**src/rtl/branch_predict_resolve_pkg.sv**
```systemverilog
// Shared branch opcodes and the direction-resolve helper for the branch unit.
// Operands are sign-extended to BR_MAX_WIDTH before br_cond so one function serves any WIDTH.
package br_pkg;

  localparam int BR_OP_W      = 3;
  localparam int BR_MAX_WIDTH = 64;
  localparam logic [31:0] BR_SEQ_STEP   = 32'd4;
  localparam logic [31:0] BR_DELAY_STEP = 32'd8;

  typedef enum logic [BR_OP_W-1:0] {
    BR_NONE = 3'd0,
    BR_BGEZ = 3'd1,
    BR_BLTZ = 3'd2,
    BR_BGTZ = 3'd3,
    BR_BLEZ = 3'd4,
    BR_BNE  = 3'd5,
    BR_BEQ  = 3'd6
  } br_op_t;

  function automatic logic br_is_branch(input logic [BR_OP_W-1:0] op);
    return (op >= BR_BGEZ) && (op <= BR_BEQ);
  endfunction

  // Opcode 7 is reserved and falls into the default arm as "never taken".
  function automatic logic br_cond(input logic [BR_OP_W-1:0]      op,
                                   input logic [BR_MAX_WIDTH-1:0] rs,
                                   input logic [BR_MAX_WIDTH-1:0] rt);
    logic w_neg;
    logic w_zero;
    logic w_res;
    w_neg  = rs[BR_MAX_WIDTH-1];
    w_zero = (rs == '0);
    w_res  = 1'b0;
    case (op)
      BR_BGEZ: w_res = ~w_neg;
      BR_BLTZ: w_res = w_neg;
      BR_BGTZ: w_res = ~w_neg & ~w_zero;
      BR_BLEZ: w_res = w_neg | w_zero;
      BR_BNE:  w_res = (rs != rt);
      BR_BEQ:  w_res = (rs == rt);
      default: w_res = 1'b0;
    endcase
    return w_res;
  endfunction

endpackage

```
**src/rtl/branch_predict_resolve_table.sv**
```systemverilog
// Table of saturating direction counters: one combinational read port, one write port.
// Reads see only pre-edge contents; there is deliberately no write-to-read bypass.
module sat_counter_table #(
  parameter int ENTRIES = 16,
  parameter int BITS    = 2
) (
  input  logic                       clk,
  input  logic                       reset,
  input  logic [$clog2(ENTRIES)-1:0] i_rd_idx,
  output logic                       o_rd_taken,
  input  logic                       i_wr_en,
  input  logic [$clog2(ENTRIES)-1:0] i_wr_idx,
  input  logic                       i_wr_up
);

  localparam logic [BITS-1:0] CTR_INIT = BITS'((1 << (BITS - 1)) - 1);
  localparam logic [BITS-1:0] CTR_MAX  = '1;

  logic [BITS-1:0] r_ctr [ENTRIES];
  logic [BITS-1:0] w_cur;
  logic [BITS-1:0] w_next;

  assign o_rd_taken = r_ctr[i_rd_idx][BITS-1];
  assign w_cur      = r_ctr[i_wr_idx];

  // Step toward the actual direction, clamping at both ends.
  always_comb begin
    w_next = w_cur;
    if (i_wr_up) begin
      if (w_cur != CTR_MAX) w_next = w_cur + BITS'(1);
    end else begin
      if (w_cur != '0) w_next = w_cur - BITS'(1);
    end
  end

  always_ff @(posedge clk) begin
    if (reset) begin
      for (int i = 0; i < ENTRIES; i++) r_ctr[i] <= CTR_INIT;
    end else if (i_wr_en) begin
      r_ctr[i_wr_idx] <= w_next;
    end
  end

endmodule

```
**src/rtl/branch_predict_resolve.sv**
```systemverilog
// Branch unit: Fetch-time direction prediction, Decode-time signed resolve,
// misprediction redirect, predictor training and branch statistics.
module branch_predict_resolve
  import br_pkg::*;
#(
  parameter int WIDTH       = 32,
  parameter int BHT_ENTRIES = 16,
  parameter int CTR_BITS    = 2
) (
  input  logic             clk,
  input  logic             reset,
  input  logic [31:0]      f_pc,
  output logic             f_pred_taken,
  input  logic             d_valid,
  input  logic             d_stall,
  input  logic [2:0]       d_branch_op,
  input  logic [31:0]      d_pc,
  input  logic             d_pred_taken,
  input  logic [WIDTH-1:0] d_rs,
  input  logic [WIDTH-1:0] d_rt,
  input  logic [15:0]      d_offset,
  output logic             d_taken,
  output logic             d_redirect,
  output logic [31:0]      d_redirect_pc,
  output logic [31:0]      branch_cnt,
  output logic [31:0]      mispredict_cnt
);

  localparam int IDX = $clog2(BHT_ENTRIES);

  logic                    w_is_branch;
  logic                    w_commit;
  logic [BR_MAX_WIDTH-1:0] w_rs_ext;
  logic [BR_MAX_WIDTH-1:0] w_rt_ext;
  logic [31:0]             w_offset_ext;
  logic [31:0]             r_branch_cnt;
  logic [31:0]             r_mispredict_cnt;
  logic                    w_unused;

  assign w_unused = ^{f_pc[31:IDX+2], f_pc[1:0]};

  // Sign-extend so the package compare sees the true two's complement sign at any WIDTH.
  assign w_rs_ext     = BR_MAX_WIDTH'($signed(d_rs));
  assign w_rt_ext     = BR_MAX_WIDTH'($signed(d_rt));
  assign w_offset_ext = {{14{d_offset[15]}}, d_offset, 2'b00};

  assign w_is_branch = br_is_branch(d_branch_op);
  assign w_commit    = d_valid & ~d_stall & w_is_branch;

  assign d_taken       = d_valid & w_is_branch & br_cond(d_branch_op, w_rs_ext, w_rt_ext);
  assign d_redirect    = w_commit & (d_taken != d_pred_taken);
  assign d_redirect_pc = d_taken ? (d_pc + BR_SEQ_STEP + w_offset_ext)
                                 : (d_pc + BR_DELAY_STEP);

  sat_counter_table #(
    .ENTRIES (BHT_ENTRIES),
    .BITS    (CTR_BITS)
  ) u_bht (
    .clk        (clk),
    .reset      (reset),
    .i_rd_idx   (f_pc[IDX+1:2]),
    .o_rd_taken (f_pred_taken),
    .i_wr_en    (w_commit),
    .i_wr_idx   (d_pc[IDX+1:2]),
    .i_wr_up    (d_taken)
  );

  // Statistics stick at all-ones rather than wrapping back to a misleading small count.
  always_ff @(posedge clk) begin
    if (reset) begin
      r_branch_cnt     <= '0;
      r_mispredict_cnt <= '0;
    end else if (w_commit) begin
      if (r_branch_cnt != '1) r_branch_cnt <= r_branch_cnt + 32'd1;
      if (d_redirect && (r_mispredict_cnt != '1)) r_mispredict_cnt <= r_mispredict_cnt + 32'd1;
    end
  end

  assign branch_cnt     = r_branch_cnt;
  assign mispredict_cnt = r_mispredict_cnt;

endmodule

```
**config.mk**
```make
export PLATFORM = sky130hd
export DESIGN_NAME = branch_predict_resolve
export DESIGN_NICKNAME = d
export VERILOG_FILES = /design/src/rtl/branch_predict_resolve_pkg.sv /design/src/rtl/branch_predict_resolve_table.sv /design/src/rtl/branch_predict_resolve.sv
export SDC_FILE = /design/constraint.sdc
export NUM_CORES = 1
export LEC_CHECK = 0
export BUFFER_PORTS_ARGS = -buffer_cell sky130_fd_sc_hd__buf_4
export CELL_PAD_IN_SITES_DETAIL_PLACEMENT = 1
export CELL_PAD_IN_SITES_GLOBAL_PLACEMENT = 1
export CORE_UTILIZATION = 38
export DETAILED_ROUTE_END_ITERATION = 10
export HOLD_SLACK_MARGIN = 0.12
export PLACE_DENSITY = 0.8
export SLEW_MARGIN = 40
export SYNTH_ARGS = -nofsm -noshare
export SYNTH_HDL_FRONTEND = slang
export SYNTH_SLANG_ARGS = --single-unit
```
**constraint.sdc**
```tcl
create_clock -name clk -period 4.4 [get_ports clk]
set_input_delay 0.66 -clock clk [delete_from_list [all_inputs] [get_ports clk]]
set_output_delay 0.66 -clock clk [all_outputs]
set_load 0.02 [all_outputs]
```
==> impl_metrics.tcl, run 1 <==
set metrics [dict create \
    slew-limit-headroom 0.567 \
    numPlacedInstances 1440 \
    pre_cts_slack_ns 0.0167 \
    num_vias 7838 \
    fin_total_pwr_mw 2.54 \
    ys.flop_type "dfxtp_1" \
    async_reset_ff_frac 0 \
    crit_end "d_redirect_pc[21]" \
    crit_path_max_incr_delay_ns 0.44 \
    yosys.area.top_type "dfxtp_1" \
    worstReg2RegStart "mispredict_cnt[3]" \
    ir_worst_vdd_v 0.000198 \
    cts_tree "built" \
    crit_arrival_ns 3.53 \
    core_um2 21000 \
    reg2reg_slack_ns 1.52 \
    setup_viol 0 \
    chipWidth_um 148 \
    total_leakage_power_nw 4.25 \
    cp_slowest_cell "fa_1" \
    clk_latency_ns 0.35 \
    synth.net_count 1178 \
    syn_area_um2 8100 \
    start_kind "input port" \
    syn_area_per_cell_um2 8.39 \
    place.gp.congestion 0.899 \
    r2r_end "mispredict_cnt[25]" \
    globalRouteOverflowTotal 0 \
    setup_ws_ns 0.213 \
    hold_class "register to register" \
    synth_top_cells_by_count "101 x nor2_1, 75 x xnor2_1, 71 x nand2_1" \
    synth_area_leaders "dfxtp_1 16%, edfxtp_1 12%, ha_1 9.3%" \
    nets 1389 \
    drt-initial-drc-count 230 \
    dpl.hpwl_um 19400 \
    drive_gt1_frac 0.270 \
    drc 0 \
    clk_pin_slew_worst_paths_ns 0.08 \
    num_io_pins 251 \
    wl_um 24400 \
    initial_utilization 0.386 \
    finClkSkew_ns 0.0108 \
    cp-startpoint "d_pc[3]" \
    ant_nets 0 \
    crit_fanout 4 \
    max_freq_mhz 239 \
    grt_setup_unrepaired "no" \
    viasPerCell 5.38 \
    yosysMostFrequentCell "nor2_1" \
    cts_buffers 9 \
    first_pass_iters 4 \
    status "completed" \
    synth_top_area_frac 0.158 \
    grt_pass1_vias 7955 \
    ys_ff_latch 96 \
    cts_setup_buffers 0 \
    setup_tns_ns 0 \
    yosysSeqAreaShare 0.277 \
    die-area_um2 21900 \
    timing.hold.ws_ns 0.528 \
    cp-end-kind "primary output" \
    powerDensity_nw_per_um2 244 \
    diodes 0 \
    grt_pass1_wl_um 39600 \
    cp.required_ns 3.74 \
    wire_per_inst_um 16.8 \
    antenna_found_initial 0 \
    rows 53 \
    die_height_um 148 \
    grtUsageTotal 0.224 \
    post-route-period-util 0.952 \
    stdcell_count 1456 \
    tightest_slew_ns 0.632 \
    clock_path_buffers 2 \
    multi_input_area_um2 5580 \
    cap_violations 0 \
    fill_cells 2572 \
    io_buffers 218 \
    root_buffer "clkbuf_16" \
    layout.area.seq_um2 2240 \
    clkSinkCount 96 \
    syn_inst 965 \
    htree_levels 3 \
    synth_warnings 0 \
    ys_types 63 \
    area_growth_pct 28.5 \
    rr_worst_depth 8 \
    drv_slew 0 \
    grt_max_degree 65 \
    hold_viol 0 \
    crit_type "input port to primary output" \
    synth_edf_count 32 \
    cp_cell_sequence "buf_4 -> ha_1 -> ha_1 -> fa_1 -> a211oi_2 -> o21ai_0 -> a21oi_2 -> nor2_1 -> a211oi_1 -> o21bai_1 -> a211oi_1 -> o31ai_1 -> buf_4" \
    fin_crit_ns 4.19 \
]
-- power breakdown --
group / switching, mW / internal (mW)
clock: 0.384 / 0.453
combinational: 0.419 / 0.353
sequential: 0.00591 / 0.922
total: 0.809 / 1.73
-- logic make-up (layout without fill, tap and decap cells) --
group	after synthesis	count (layout)	synth area share
AOI/OAI and AO/OA	173	173	0.135
xor gates and xnor gates	113	113	0.122
adders and majority gates	63	63	0.0980
buffers and inverters	74	290	0.0388
DFF	96	96	0.277
muxes	34	34	0.0655
and+or+nand+nor	412	412	0.264
-- layout make-up --
type,count,area share
Timing Repair Buffer,240,0.173
Multi-Input combinational cell,795,0.536
Clock inverter,7,0.00842
Sequential cell,96,0.216
Tap cell,275,0.0331
Inverter,34,0.0123
Clock buffer,9,0.0216
-- through the flow --
| step | cell area, um^2 | util |
|---|---|---|
| CTS | 10400 | 0.495 |
| global route | 10400 | 0.496 |
| finish | 10400 | 0.496 |
| floorplan | 8100 | - |
| global placement | 10100 | 0.480 |
| detailed placement | 10100 | 0.480 |
-- worst min-delay path by stage --
stage,start,endpoint,depth (start not counted),slack (ns)
6_report,branch_cnt[20],branch_cnt[20],2,0.53
5_1_grt,branch_cnt[20],branch_cnt[20],2,0.57
4_1_cts,branch_cnt[13],branch_cnt[13],2,0.52
3_5_place_dp,branch_cnt[13],branch_cnt[13],2,0.51
2_1_floorplan,branch_cnt[13],branch_cnt[13],2,0.57
3_3_place_gp,branch_cnt[13],branch_cnt[13],2,0.49
-- per-layer routing --
layer  GRT usage  vias to the layer above  wire (um)
met3      0.0414                       21       1290
met2       0.400                      155      12100
met4      0.0505                        0        305
li1            -                     3900          -
met5           0                        -          0
met1       0.276                     3762      10700
-- worst max-delay path: cells and delay by family --
family	cells	cell delay, ns
AOI/OAI and AO/OA	7	1.51
adders and majority gates	3	0.99
buffers and inverters	2	0.28
and+or+nand+nor	1	0.09
-- cell usage in the layout, fill, tap and decap left out, types with 3 or more instances in the layout --
cell,synthesis,final
buf_4,2,240
nor2_1,101,101
xnor2_1,75,75
nand2_1,71,71
nand3_1,69,69
a21oi_1,66,65
dfxtp_1,64,64
ha_1,60,59
xor2_1,38,38
inv_1,34,34
o21ai_0,34,34
edfxtp_1,32,32
nand4_1,30,30
a21o_1,27,27
nor3_1,24,24
and3_1,21,21
nand2b_1,20,20
mux4_2,14,14
mux2_2,12,12
nor2b_1,12,12
nor4_1,13,11
nor2_2,10,10
clkbuf_16,0,9
and4_1,8,8
o21a_1,8,8
mux2i_1,8,8
and2_1,7,7
a211oi_1,8,7
or2_2,6,6
o21bai_1,4,4
or4_1,4,4
o31ai_1,3,3
nor4_4,3,3
o211ai_1,3,3
nor4_2,1,3
or3_1,3,3
-- registers in the layout (all words and copies together) (netlist names) --
signal / cells
u_bht.r_ctr: 32
mispredict_cnt: 32
branch_cnt: 32
-- timing repair --
item | CTS | global route
gates resized for setup | 0 | 7
hold buffers | 0 | 0
setup endpoints to repair | 0 | 7
No activity file was read; power rests on OpenSTA's default activity.
==> run 2: changes to the inputs <==
--- a/config.mk
+++ b/config.mk
@@ -6,13 +6,13 @@
 export NUM_CORES = 1
 export LEC_CHECK = 0
 export BUFFER_PORTS_ARGS = -buffer_cell sky130_fd_sc_hd__buf_4
-export CELL_PAD_IN_SITES_DETAIL_PLACEMENT = 1
-export CELL_PAD_IN_SITES_GLOBAL_PLACEMENT = 1
-export CORE_UTILIZATION = 38
+export CELL_PAD_IN_SITES_DETAIL_PLACEMENT = 2
+export CELL_PAD_IN_SITES_GLOBAL_PLACEMENT = 2
+export CORE_UTILIZATION = 30
 export DETAILED_ROUTE_END_ITERATION = 10
 export HOLD_SLACK_MARGIN = 0.12
-export PLACE_DENSITY = 0.8
-export SLEW_MARGIN = 40
+export PLACE_DENSITY = 0.81
+export SLEW_MARGIN = 5
 export SYNTH_ARGS = -nofsm -noshare
 export SYNTH_HDL_FRONTEND = slang
 export SYNTH_SLANG_ARGS = --single-unit
==> impl_metrics.tcl, run 2 (synthesis gave the netlist of run 1 again) <==
set metrics [dict create \
    cp.depth 13 \
    fin_total_pwr_mw 2.57 \
    post-route-period-util 0.958 \
    total_leakage_power_nw 4.27 \
    r2r_end "branch_cnt[27]" \
    htree_levels 3 \
    drive_gt1_frac 0.271 \
    fill_cells 3052 \
    clock_path_buffers 2 \
    rows 59 \
    violations "DRC" \
    root_buffer "clkbuf_16" \
    setup_ws_ns 0.184 \
    antenna_found_initial 0 \
    grt_setup_unrepaired "no" \
    clk_latency_ns 0.36 \
    hold_viol 0 \
    mostFrequentLayoutCell "buf_4" \
    crit_end "d_redirect_pc[21]" \
    crit_family "compound AO/OA/AOI/OAI gates" \
    die_height_um 166 \
    drt-initial-drc-count 301 \
    hold_class "register to register" \
    stdcell_count 1522 \
    grtUsageTotal 0.204 \
    ir_worst_vdd_v 0.000203 \
    area_growth_pct 29.8 \
    clkSinkCount 96 \
    timing.hold.ws_ns 0.514 \
    drc 14 \
    ant_nets 0 \
    crit_type "input port to primary output" \
    crit_fanout 4 \
    wl_um 28000 \
    nets 1395 \
    pre_cts_slack_ns -0.0379 \
    grt_pass1_vias 8683 \
    postCtsHoldBufs 0 \
    start_kind "input port" \
    crit_arrival_ns 3.56 \
    cp-startpoint "d_pc[3]" \
    io_buffers 218 \
    grt_pass1_wl_um 45700 \
    first_pass_iters 7 \
    cp_slowest_cell "fa_1" \
    core_um2 26300 \
    die-area_um2 27600 \
    rr_worst_depth 8 \
    reg2reg_slack_ns 1.66 \
    initial_utilization 0.308 \
    status "finished, violations left" \
    crit_path_max_incr_delay_ns 0.43 \
    powerDensity_nw_per_um2 244 \
    fin_crit_ns 4.22 \
    final_cell_mix "246 x buf_4, 101 x nor2_1, 75 x xnor2_1" \
    place.gp.congestion 0.861 \
    cap_violations 0 \
    drv_slew 0 \
    finClkSkew_ns 0.0143 \
    chipWidth_um 166 \
    tightest_slew_ns 0.763 \
    diodes 0 \
    setup_viol 0 \
    viasPerCell 5.27 \
    grt_max_degree 54 \
    clk_pin_slew_worst_paths_ns 0.07 \
    wire_per_inst_um 18.4 \
    cts_buffers 9 \
    worstReg2RegStart "branch_cnt[11]" \
    max_freq_mhz 237 \
    critPathBufInv 2 \
    num_io_pins 251 \
    globalRouteOverflowTotal 0 \
    holdCritStartpoint "branch_cnt[13]" \
    cts_tree "built" \
    cp_cell_sequence "buf_4 -> ha_1 -> ha_1 -> fa_1 -> a211oi_2 -> o21ai_0 -> a21oi_2 -> nor2_1 -> a211oi_2 -> o21bai_1 -> a211oi_1 -> o31ai_1 -> buf_4" \
    dpl.hpwl_um 22800 \
    numPlacedInstances 1505 \
    cp.required_ns 3.74 \
    num_vias 8020 \
    slew-limit-headroom 0.486 \
    cp-end-kind "primary output" \
]
==> run 2: worst min-delay path by stage <==
stage,to,cells past startpoint
after detailed placement,branch_cnt[13],2
after floorplan,branch_cnt[13],2
after global routing,branch_cnt[13],2
after global placement,branch_cnt[13],2
after CTS,branch_cnt[13],2
final,branch_cnt[13],2
==> run 2: final cells by class <==
| type | instances | area, um^2 | area share |
|---|---|---|---|
| timing repair buffer | 246 | 1850 | 0.176 |
| clock inverter | 7 | 87.6 | 0.00834 |
| inverter | 34 | 128 | 0.0121 |
| multi-input combinational | 795 | 5560 | 0.529 |
| sequential | 96 | 2240 | 0.213 |
| tap | 335 | 419 | 0.0399 |
| clock buffer | 9 | 225 | 0.0214 |
==> run 2: report_power, final <==
part / switching (mW) / leakage [nW] / internal (mW) / total [mW]
Combinational: 0.439 / 3.33 / 0.358 / 0.797
Sequential: 0.00587 / 0.796 / 0.922 / 0.928
Clock: 0.391 / 0.147 / 0.453 / 0.844
==> run 2: stage by stage <==
step | setup TNS, ns | utilization | instance area (um^2)
6_report | 0 | 0.400 | 10500
5_1_grt | 0 | 0.400 | 10500
4_1_cts | 0 | 0.399 | 10500
3_5_place_dp | -0.0379 | 0.387 | 10200
3_3_place_gp | 0 | 0.387 | 10200
2_1_floorplan | 0 | - | 8100
==> run 2: repair_timing <==
| item | CTS | global route |
|---|---|---|
| setup buffers | 0 | 1 |
| endpoints found under the hold margin | 0 | 0 |
| resized for setup | 1 | 3 |
| endpoints found under the setup margin | 1 | 4 |
| pin swaps | 0 | 1 |
==> run 2: worst register-to-register path, delay by kind of cell (launching register included) <==
kind	cells	cell delay [ns]
AOI/OAI and AO/OA	1	0.32
DFF	1	0.44
and+or+nand+nor	6	1.70
xor gates and xnor gates	1	0.16
==> run 2: routing by layer <==
metal	GRT usage	wire length, um	up-vias
met5	0	0	-
met4	0.0580	516	0
met1	0.245	11900	3933
li1	-	-	3903
met2	0.371	14200	153
met3	0.0381	1430	31
